==> config.mk <==
export PLATFORM = sky130hd
export DESIGN_NAME = lcm_cal_flat
export DESIGN_NICKNAME = d
export VERILOG_FILES = /design/src/rtl/lcm_cal_if.sv /design/src/rtl/lcm_cal.sv /design/src/flat_wrapper.sv
export SDC_FILE = /design/constraint.sdc
export NUM_CORES = 1
export LEC_CHECK = 0
export ABC_AREA = 1
export BUFFER_PORTS_ARGS = -buffer_cell sky130_fd_sc_hd__buf_2
export CORE_MARGIN = 1
export CORE_UTILIZATION = 46
export CTS_CLUSTER_DIAMETER = 30
export DETAILED_ROUTE_END_ITERATION = 7
export HOLD_SLACK_MARGIN = 0.06
export PLACE_DENSITY = 0.67
export SLEW_MARGIN = 20
export SYNTH_ARGS = -nofsm -noshare
export SYNTH_HDL_FRONTEND = slang
export SYNTH_SLANG_ARGS = --single-unit
==> constraint.sdc <==
create_clock -name clk -period 1.9 [get_ports clk]
set_clock_uncertainty 0.2 [all_clocks]
set_input_delay 0.285 -clock clk [delete_from_list [all_inputs] [get_ports clk]]
set_output_delay 0.285 -clock clk [all_outputs]
set_load 0.05 [all_outputs]
==> src/rtl/lcm_cal_if.sv <==
// Start/busy/done handshake and operand/result bundle for the LCM engine.
interface lcm_cal_if #(
  parameter int unsigned W  = 4,
  parameter int unsigned RW = 2 * W
);
  logic          start;
  logic [W-1:0]  a;
  logic [W-1:0]  b;
  logic          busy;
  logic          done;
  logic [RW-1:0] l;
  logic          zero;

  modport master (output start, a, b, input busy, done, l, zero);
  modport slave  (input start, a, b, output busy, done, l, zero);
endinterface

==> src/rtl/lcm_cal.sv <==
// Sequential LCM engine: grows multiples of A and B by repeated addition
// until they meet; the meeting value is LCM(A,B).
module lcm_cal #(
  parameter int unsigned W = 4
) (
  input  logic      clk,
  input  logic      rst,
  lcm_cal_if.slave  bus_if
);
  localparam int unsigned RW = 2 * W;

  typedef enum logic {S_IDLE, S_RUN} state_e;

  state_e        state_q, state_d;
  logic [RW-1:0] ra_q, ra_d, rb_q, rb_d;
  logic [RW-1:0] ma_q, ma_d, mb_q, mb_d;
  logic [RW-1:0] l_q, l_d;
  logic          busy_q, busy_d;
  logic          done_q, done_d;
  logic          zero_q, zero_d;
  logic          op_zero_c;

  assign op_zero_c = (bus_if.a == '0) || (bus_if.b == '0);

  // State register
  always_ff @(posedge clk or posedge rst) begin
    if (rst) state_q <= S_IDLE;
    else     state_q <= state_d;
  end

  // Next-state logic
  always_comb begin
    state_d = state_q;
    unique case (state_q)
      S_IDLE: if (bus_if.start && !op_zero_c) state_d = S_RUN;
      S_RUN:  if (ma_q == mb_q)               state_d = S_IDLE;
      default: state_d = S_IDLE;
    endcase
  end

  // Datapath and registered-output next values
  always_comb begin
    ra_d   = ra_q;
    rb_d   = rb_q;
    ma_d   = ma_q;
    mb_d   = mb_q;
    l_d    = l_q;
    busy_d = busy_q;
    done_d = 1'b0;
    zero_d = zero_q;
    unique case (state_q)
      S_IDLE: begin
        if (bus_if.start) begin
          if (op_zero_c) begin
            done_d = 1'b1;
            l_d    = '0;
            zero_d = 1'b1;
          end else begin
            ra_d   = RW'(bus_if.a);
            rb_d   = RW'(bus_if.b);
            ma_d   = RW'(bus_if.a);
            mb_d   = RW'(bus_if.b);
            busy_d = 1'b1;
            zero_d = 1'b0;
          end
        end
      end
      S_RUN: begin
        // Advance whichever multiple is behind; they can never exceed LCM.
        if (ma_q == mb_q) begin
          l_d    = ma_q;
          done_d = 1'b1;
          busy_d = 1'b0;
        end else if (ma_q < mb_q) begin
          ma_d = ma_q + ra_q;
        end else begin
          mb_d = mb_q + rb_q;
        end
      end
      default: begin
        busy_d = 1'b0;
      end
    endcase
  end

  always_ff @(posedge clk or posedge rst) begin
    if (rst) begin
      ra_q   <= '0;
      rb_q   <= '0;
      ma_q   <= '0;
      mb_q   <= '0;
      l_q    <= '0;
      busy_q <= 1'b0;
      done_q <= 1'b0;
      zero_q <= 1'b0;
    end else begin
      ra_q   <= ra_d;
      rb_q   <= rb_d;
      ma_q   <= ma_d;
      mb_q   <= mb_d;
      l_q    <= l_d;
      busy_q <= busy_d;
      done_q <= done_d;
      zero_q <= zero_d;
    end
  end

  assign bus_if.busy = busy_q;
  assign bus_if.done = done_q;
  assign bus_if.l    = l_q;
  assign bus_if.zero = zero_q;
endmodule

==> src/flat_wrapper.sv <==
// flat-port wrapper written by rule: the top's interface ports become plain ports
module lcm_cal_flat 
#(
  parameter int unsigned W = 4
)
  (clk, rst, bus_if_start, bus_if_a, bus_if_b, bus_if_busy, bus_if_done, bus_if_l, bus_if_zero);
  lcm_cal_if #(.W(W)) bus_if_i ();
  input  logic clk;
  input  logic rst;
  input wire logic [$bits(bus_if_i.start)-1:0] bus_if_start;
  input wire logic [$bits(bus_if_i.a)-1:0] bus_if_a;
  input wire logic [$bits(bus_if_i.b)-1:0] bus_if_b;
  output wire logic [$bits(bus_if_i.busy)-1:0] bus_if_busy;
  output wire logic [$bits(bus_if_i.done)-1:0] bus_if_done;
  output wire logic [$bits(bus_if_i.l)-1:0] bus_if_l;
  output wire logic [$bits(bus_if_i.zero)-1:0] bus_if_zero;
  assign bus_if_i.start = bus_if_start;
  assign bus_if_i.a = bus_if_a;
  assign bus_if_i.b = bus_if_b;
  assign bus_if_busy = bus_if_i.busy;
  assign bus_if_done = bus_if_i.done;
  assign bus_if_l = bus_if_i.l;
  assign bus_if_zero = bus_if_i.zero;
  lcm_cal #(.W(W)) u_core (.clk(clk), .rst(rst), .bus_if(bus_if_i));
endmodule
==> results of run 1 <==
-- metal layers --
| metal | global-route usage, % | vias to the layer above |
|---|---|---|
| li1 | - | 1133 |
| met1 | 32.18 | 1022 |
| met2 | 33.44 | 56 |
| met3 | 4.144 | 6 |
| met4 | 6.536 | 0 |
| met5 | 0 | - |
-- repair_timing --
| item | CTS | global route |
|---|---|---|
| hold buffers | 3 | 0 |
| buffers inserted | 0 | 12 |
| gates resized for setup | 3 | 54 |
| pin swaps | 0 | 13 |
| endpoints found under the setup margin | 3 | 24 |
| endpoints found under the hold margin | 38 | 0 |
-- how the worst max path moves through the flow --
stage                                     from                         end  slack, ns
floorplan           u_core.mb_q[5]$_DFFE_PP0P_  u_core.ma_q[4]$_DFFE_PP0P_       0.11
global placement    u_core.mb_q[5]$_DFFE_PP0P_  u_core.ma_q[7]$_DFFE_PP0P_       0.02
detailed placement  u_core.mb_q[0]$_DFFE_PP0P_  u_core.mb_q[4]$_DFFE_PP0P_      0.001
CTS                 u_core.mb_q[0]$_DFFE_PP0P_  u_core.mb_q[4]$_DFFE_PP0P_      0.007
global route        u_core.mb_q[2]$_DFFE_PP0P_  u_core.ma_q[3]$_DFFE_PP0P_      -0.06
finish              u_core.mb_q[2]$_DFFE_PP0P_  u_core.ma_q[3]$_DFFE_PP0P_       0.05
-- cell usage in the layout, fill, tap and decap left out, types with 6 or more instances in the layout --
cell type	netlist	layout
sky130_fd_sc_hd__ha_4	0	11
sky130_fd_sc_hd__buf_4	0	27
sky130_fd_sc_hd__a21oi_1	7	6
sky130_fd_sc_hd__nand2_2	4	9
sky130_fd_sc_hd__o21ai_0	21	21
sky130_fd_sc_hd__dfrtp_1	36	32
sky130_fd_sc_hd__inv_2	2	9
sky130_fd_sc_hd__nor2_1	15	11
sky130_fd_sc_hd__buf_2	2	21
sky130_fd_sc_hd__nand2_1	119	110
sky130_fd_sc_hd__nand3_1	37	32
sky130_fd_sc_hd__inv_1	50	42
-- worst max-delay path, delay by kind of cell (launching register included) --
kind / cells / cell delay (ns)
buffers and inverters: 3 / 0.29
adders and majority gates: 1 / 0.28
DFF: 1 / 0.44
and+or+nand+nor: 8 / 0.55
-- stage by stage --
stage | TNS, ns | setup WS (ns) | cells | util (%)
after floorplan | 0 | 0.1146 | 325 | -
after global placement | 0 | 0.02131 | 426 | 55.08
after detailed placement | 0 | 0.001486 | 426 | 55.08
after CTS | 0 | 0.006830 | 437 | 57.71
after global routing | -0.5146 | -0.05650 | 449 | 64.97
final | 0 | 0.04575 | 449 | 64.97
-- cell type report --
cell class	instances	area, sq um
Sequential cell	36	905.9
Multi-Input combinational cell	232	1425
Clock inverter	3	18.77
Clock buffer	5	68.82
Inverter	52	197.7
Timing Repair Buffer	54	389.1
Fill cell	419	1665
Tap cell	67	83.83
-- cell families (layout without fill, tap and decap cells) --
group | count (synthesis) | after routing | share of synthesized area [%]
buffers and inverters | 57 | 114 | 9.744
XOR/XNOR | 1 | 1 | 0.3811
adder cells (fa/ha/maj) | 18 | 18 | 10.45
AND/OR/NAND/NOR | 183 | 183 | 33.59
flip-flops | 36 | 36 | 39.19
AO/OA/AOI/OAI | 30 | 30 | 6.641
-- registers in the layout (all words and copies together) (netlist names) --
name and count:
u_core.bus_if.done 1, u_core.ra_q 4, u_core.bus_if.busy 1, u_core.ma_q 8, u_core.state_q 1, u_core.bus_if.l 8
u_core.mb_q 8, u_core.rb_q 4, u_core.bus_if.zero 1
==> parameters.txt, run 1 <==
Parameter                              Value

Routing
  DRC violation count after routing    0
  Total routed wirelength    roughly 5700 um
  Met3 Wirelength    roughly 260 um
  Drt wl/cell    12.76 um
  Via-to-Cell Ratio    4.938
  Antenna-violating nets left    0
  Starting DRT DRC Count    135
  Sum of routed wire segments on met1    2724 um
  Detailed Routing Iterations Pass 1    4
  Top metal layer carrying routed signals    met4
  Met2 routed WL    2677 um
  Via Count    approximately 2200

Global route
  Number of global-route vias before repair    1902
  Wire length of the first global-routing pass    between 8000 and 9000 um
  GRT Total Usage    22.10%
  Maximum number of pins on one net before global-route repair    37
  Aggregate global routing overflow    0
  Antenna violations before repair    0

Place
  Detail Placement HPWL    3983 um
  Port bufs    21
  Placement Cell Area    2619 sq um
  Placer Congestion    0.9090

Worst setup path
  Worst R2R Setup Slack    0.05 ns
  WS Path Type    reg -> reg
  Cell chain of the critical path    inv_2 > ha_4 > nand2_4 > inv_2 > nand2_2 > nand2_1 > nand2_2 > nand2_2 > nand2_4 > buf_12 > nand3_2 > nand2_1
  End of the worst register-to-register path    u_core.ma_q[3]$_DFFE_PP0P_
  CP most frequent cell    sky130_fd_sc_hd__nand2_2
  Max Fanout on Critical Path    5
  Worst-path cell with the longest stage delay    sky130_fd_sc_hd__dfrtp_1
  Start of the worst register-to-register path    u_core.mb_q[2]$_DFFE_PP0P_
  Data arrival time of the worst path    1.84 ns
  Count of cells along the worst register-to-register path    12
  Startpoint type of the worst setup path    flop
  Critical path endpoint category    flop
  Maximum single-stage delay on the critical path    0.44 ns
  Data required time at the worst endpoint    1.89 ns

STA
  Final slew viol count    0
  Final period utilization    97.59%
  Min Tclk post-route    1.854 ns
  Worst slew pin tran    0.4779 ns
  Worst slew margin relative to its limit    68.14%
  Unrepaired setup endpoints after global routing    true
  Final hold violation count    0
  Final setup violation count    0
  Hold WS    0.06414 ns
  Fmax    roughly 540 MHz

Logic synthesis
  Fraction of registers with async set or reset after synthesis    100.0%
  Mean Syn Cell Area    7.072 sq um
  Library cells used by synthesis    22
  Sequential cell area fraction in the yosys report    around two fifths
  Yosys reg bits    36
  Prevailing post-synth register cell    sky130_fd_sc_hd__dfrtp_1
  Post-synth EDFFs    0
  Most area-consuming cells after synthesis    sky130_fd_sc_hd__dfrtp_1 39%, sky130_fd_sc_hd__nand2_1 19%, sky130_fd_sc_hd__ha_1 8.7%
  Number of instances in the synthesized netlist    between 300 and 400
  Proportion of netlist area held by the largest area contributor    39.19%
  Synth area leader    sky130_fd_sc_hd__dfrtp_1
  Netlist Area Pre-Place    around 2300 sq um
  Cell with the most instances after synthesis    sky130_fd_sc_hd__nand2_1
  Synth warnings    0
  Net Count, Synth    354
  Commonest cells in the netlist    119 x sky130_fd_sc_hd__nand2_1, 50 x sky130_fd_sc_hd__inv_1, 37 x sky130_fd_sc_hd__nand3_1, 36 x sky130_fd_sc_hd__dfrtp_1, 21 x sky130_fd_sc_hd__o21ai_0

CTS
  H-Tree Depth    2
  Clock slew at the register clock pins of the worst setup and hold paths    0.08 ns
  CTS tree    done
  Largest buffer count on any clock path    2
  Total number of clock tree sinks    36
  Worst-Skew Late Latency    0.30 ns
  CTS buffer count    5
  Clk Tree Root Cell    sky130_fd_sc_hd__clkbuf_8

Final layout
  Final Net Count    410
  Final instance area    3089 sq um
  Area added between synthesis and finish    34.40%
  Number of antenna repair diodes    0
  Share of final-layout standard cells stronger than drive strength 1    approximately 30%

Floorplan
  Core Box Area    4755 sq um
  DIE WIDTH    72.69 um
  Number of top-level pins    22
  Row count    25
  Vertical die dimension    72.69 um
  Die area    5283 sq um
  Starting Density    between 40% and 50%

Min path
  Hold Crit Depth    3
  Worst hold path type    in -> reg
  Endpoint of the worst hold-timing path    u_core.ra_q[1]$_DFFE_PP0P_
  Hold Crit Start    bus_if_a[1]

Job
  Max-cap check violation count    0

Run status
  Outcome    completed
Power of run 1 is not shown: default switching activity piles up to over one toggle a cycle in this logic, so the estimate is an artifact.
==> run 2: changes to the inputs <==
--- a/config.mk
+++ b/config.mk
@@ -11,8 +11,9 @@
 export CORE_UTILIZATION = 46
 export CTS_CLUSTER_DIAMETER = 30
 export DETAILED_ROUTE_END_ITERATION = 7
+export GPL_TIMING_DRIVEN = 0
 export HOLD_SLACK_MARGIN = 0.06
-export PLACE_DENSITY = 0.67
+export PLACE_DENSITY = 0.78
 export SLEW_MARGIN = 20
 export SYNTH_ARGS = -nofsm -noshare
 export SYNTH_HDL_FRONTEND = slang
==> run 2 against run 1 <==
Final cell count is 0.67% lower; via count rose by 6.8%; hold slack gained 0.010 ns; flip-flop and latch count did not move; largest cell class unchanged; clock-buffer cell count is 2 higher; die area unchanged; first-iteration DRC count is 56% higher; sequential share of layout area rose by 0.71 points; global-route usage rose by 0.79 points; the run now ends with setup timing left.
==> parameters.txt, run 2 (same netlist as run 1, synthesis figures left out) <==
Parameter                              Value

Global route
  Number of global-route vias before repair    2017 (+6.0%)
  Wire length of the first global-routing pass    9121 um (+4.1%)
  Antenna violations before repair    0 (unchanged)
  Met1 Use GR    29.83% (-2.4 points)
  GRT Total Usage    22.88% (+0.79 points)
  Met3 capacity usage during global routing    4.420% (+0.28 points)
  Gr busiest metal    met2
  Met2 layer usage reported by global route    37.18% (+3.7 points)
  Aggregate global routing overflow    0 (unchanged)
  Maximum number of pins on one net before global-route repair    37 (unchanged)

Routing
  Via-to-Cell Ratio    5.307 (+7.5%)
  Antenna-violating nets left    0 (unchanged)
  Starting DRT DRC Count    210 (+56%)
  Detailed Routing Iterations Pass 1    5 (+1)
  Drt wl/cell    14.50 um (+14%)
  DRC violation count after routing    0 (unchanged)
  Via Count    2367 (+6.8%)
  Total routed wirelength    6469 um (+13%)

Place
  Placement Cell Area    2487 sq um (-5.0%)
  Placer Congestion    0.8831 (-2.8%)
  Port bufs    21 (unchanged)
  Detail Placement HPWL    3744 um (-6.0%)

CTS
  CTS tree    done
  CTS buffer count    5 (unchanged)
  H-Tree Depth    2 (unchanged)
  Largest buffer count on any clock path    2 (unchanged)
  Clk Tree Root Cell    sky130_fd_sc_hd__clkbuf_8
  Worst-Skew Late Latency    0.30 ns (about the same)
  Total number of clock tree sinks    36 (unchanged)
  Clock slew at the register clock pins of the worst setup and hold paths    0.07 ns (about the same)

Final layout
  Final instance area    3017 sq um (-2.3%)
  Number of antenna repair diodes    0 (unchanged)
  Leading cell type in the layout, fill and taps excluded    sky130_fd_sc_hd__nand2_1
  Area added between synthesis and finish    31.25%
  Final Net Count    407 (-0.73%)
  Share of final-layout standard cells stronger than drive strength 1    26.65% (-3.2 points)
  Most frequent cells in the layout    111 x sky130_fd_sc_hd__nand2_1, 42 x sky130_fd_sc_hd__inv_1, 36 x sky130_fd_sc_hd__nand3_1

STA
  Final period utilization    101.6% (+4.0 points)
  Fmax    518.0 MHz (-3.9%)
  Worst slew margin relative to its limit    48.84% (-19 points)
  Final hold violation count    0 (unchanged)
  Crit path setup slack, layout    -0.03035 ns (-0.07610 ns)
  Final slew viol count    0 (unchanged)
  Unrepaired setup endpoints after global routing    true
  Final setup violation count    16 (+16)
  Min Tclk post-route    1.930 ns (+0.07610 ns)
  Worst slew pin tran    0.7662 ns (+0.2883 ns)

Worst setup path
  Cell chain of the critical path    ha_4 > inv_1 > fa_2 > inv_2 > nand2_1 > nand2_1 > nand3_1 > nand2_1 > nor2_1 > nand3_1 > nand2_1
  Startpoint type of the worst setup path    flop
  Worst-path cell with the longest stage delay    sky130_fd_sc_hd__dfrtp_2
  Max Fanout on Critical Path    4 (-1)
  Critical path endpoint category    flop
  Data required time at the worst endpoint    1.90 ns (about the same)
  Delay-heaviest family, CP    simple AND/OR/NAND/NOR gates
  CP most frequent cell    sky130_fd_sc_hd__nand2_1
  Maximum single-stage delay on the critical path    0.43 ns (about the same)
  Worst R2R Setup Slack    -0.03 ns (-0.08 ns)
  Data arrival time of the worst path    1.93 ns (+0.09 ns)
  WS Path Type    reg -> reg
  Buffers plus inverters on the worst setup path    2 (-1)

Floorplan
  Row count    25 (unchanged)
  Number of top-level pins    22 (unchanged)
  Die area    5283 sq um (unchanged)
  Vertical die dimension    72.69 um (unchanged)
  DIE WIDTH    72.69 um (unchanged)
  Starting Density    48.34% (unchanged)
  Core Box Area    4755 sq um (unchanged)

Job
  Max-cap check violation count    0 (unchanged)

Run status
  Outcome    finished, violations left
  Violated checks    setup timing

Min path
  Worst hold path type    in -> reg
[run 2: metrics by stage]
stage	util (%)	worst slack, ns	instances	setup TNS [ns]	hold WS, ns
6_report	63.45	-0.03035	446	-0.3212	0.07425
5_1_grt	63.45	-0.1045	446	-1.509	0.09733
4_1_cts	58.58	-0.01285	433	-0.07216	0.08286
3_5_place_dp	52.32	-0.2098	413	-2.634	0.2549
3_3_place_gp	52.32	-0.1991	413	-2.205	0.2521
2_1_floorplan	-	0.1146	325	0	0.1946
[run 2: tightest hold or removal path: cells and delay by family]
family | cells | cell delay [ns]
AO/OA/AOI/OAI | 1 | 0.08
buffers and inverters | 2 | 0.16
[run 2: layout make-up]
class | instances | area, sq um
Timing Repair Buffer | 46 | 300.3
Multi-Input combinational cell | 232 | 1361
Fill cell | 425 | 1738
Clock inverter | 1 | 30.03
Tap cell | 67 | 83.83
Sequential cell | 36 | 905.9
Buffer | 5 | 38.79
Clock buffer | 7 | 96.34
Inverter | 52 | 200.2
[run 2: path summary, 6_finish.rpt]
path,from,end,depth (start not counted)
max,u_core.mb_q[0]$_DFFE_PP0P_,u_core.mb_q[6]$_DFFE_PP0P_,11
min,bus_if_b[0],u_core.rb_q[0]$_DFFE_PP0P_,3
max reg2reg,u_core.mb_q[0]$_DFFE_PP0P_,u_core.mb_q[6]$_DFFE_PP0P_,11
min reg2reg,u_core.bus_if.l[2]$_DFFE_PP0P_,u_core.bus_if.l[2]$_DFFE_PP0P_,2
max in group asynchronous,rst,u_core.mb_q[0]$_DFFE_PP0P_,3
min in group asynchronous,rst,u_core.ma_q[3]$_DFFE_PP0P_,3
[run 2: what timing repair did]
item / in CTS / in global routing
pin swaps: 4 / 24
endpoints found under the setup margin: 23 / 27
hold endpoints to repair: 38 / 0
setup buffers: 9 / 13
hold buffers: 3 / 0
gates resized for setup: 17 / 35
[run 2: layer usage]
layer	wire, um	part of all wire [%]
met1	2666	41
met2	3217	50
met3	357	5.5
met4	228	3.5
met5	0	0
Power of run 2 is left out for the same reason.
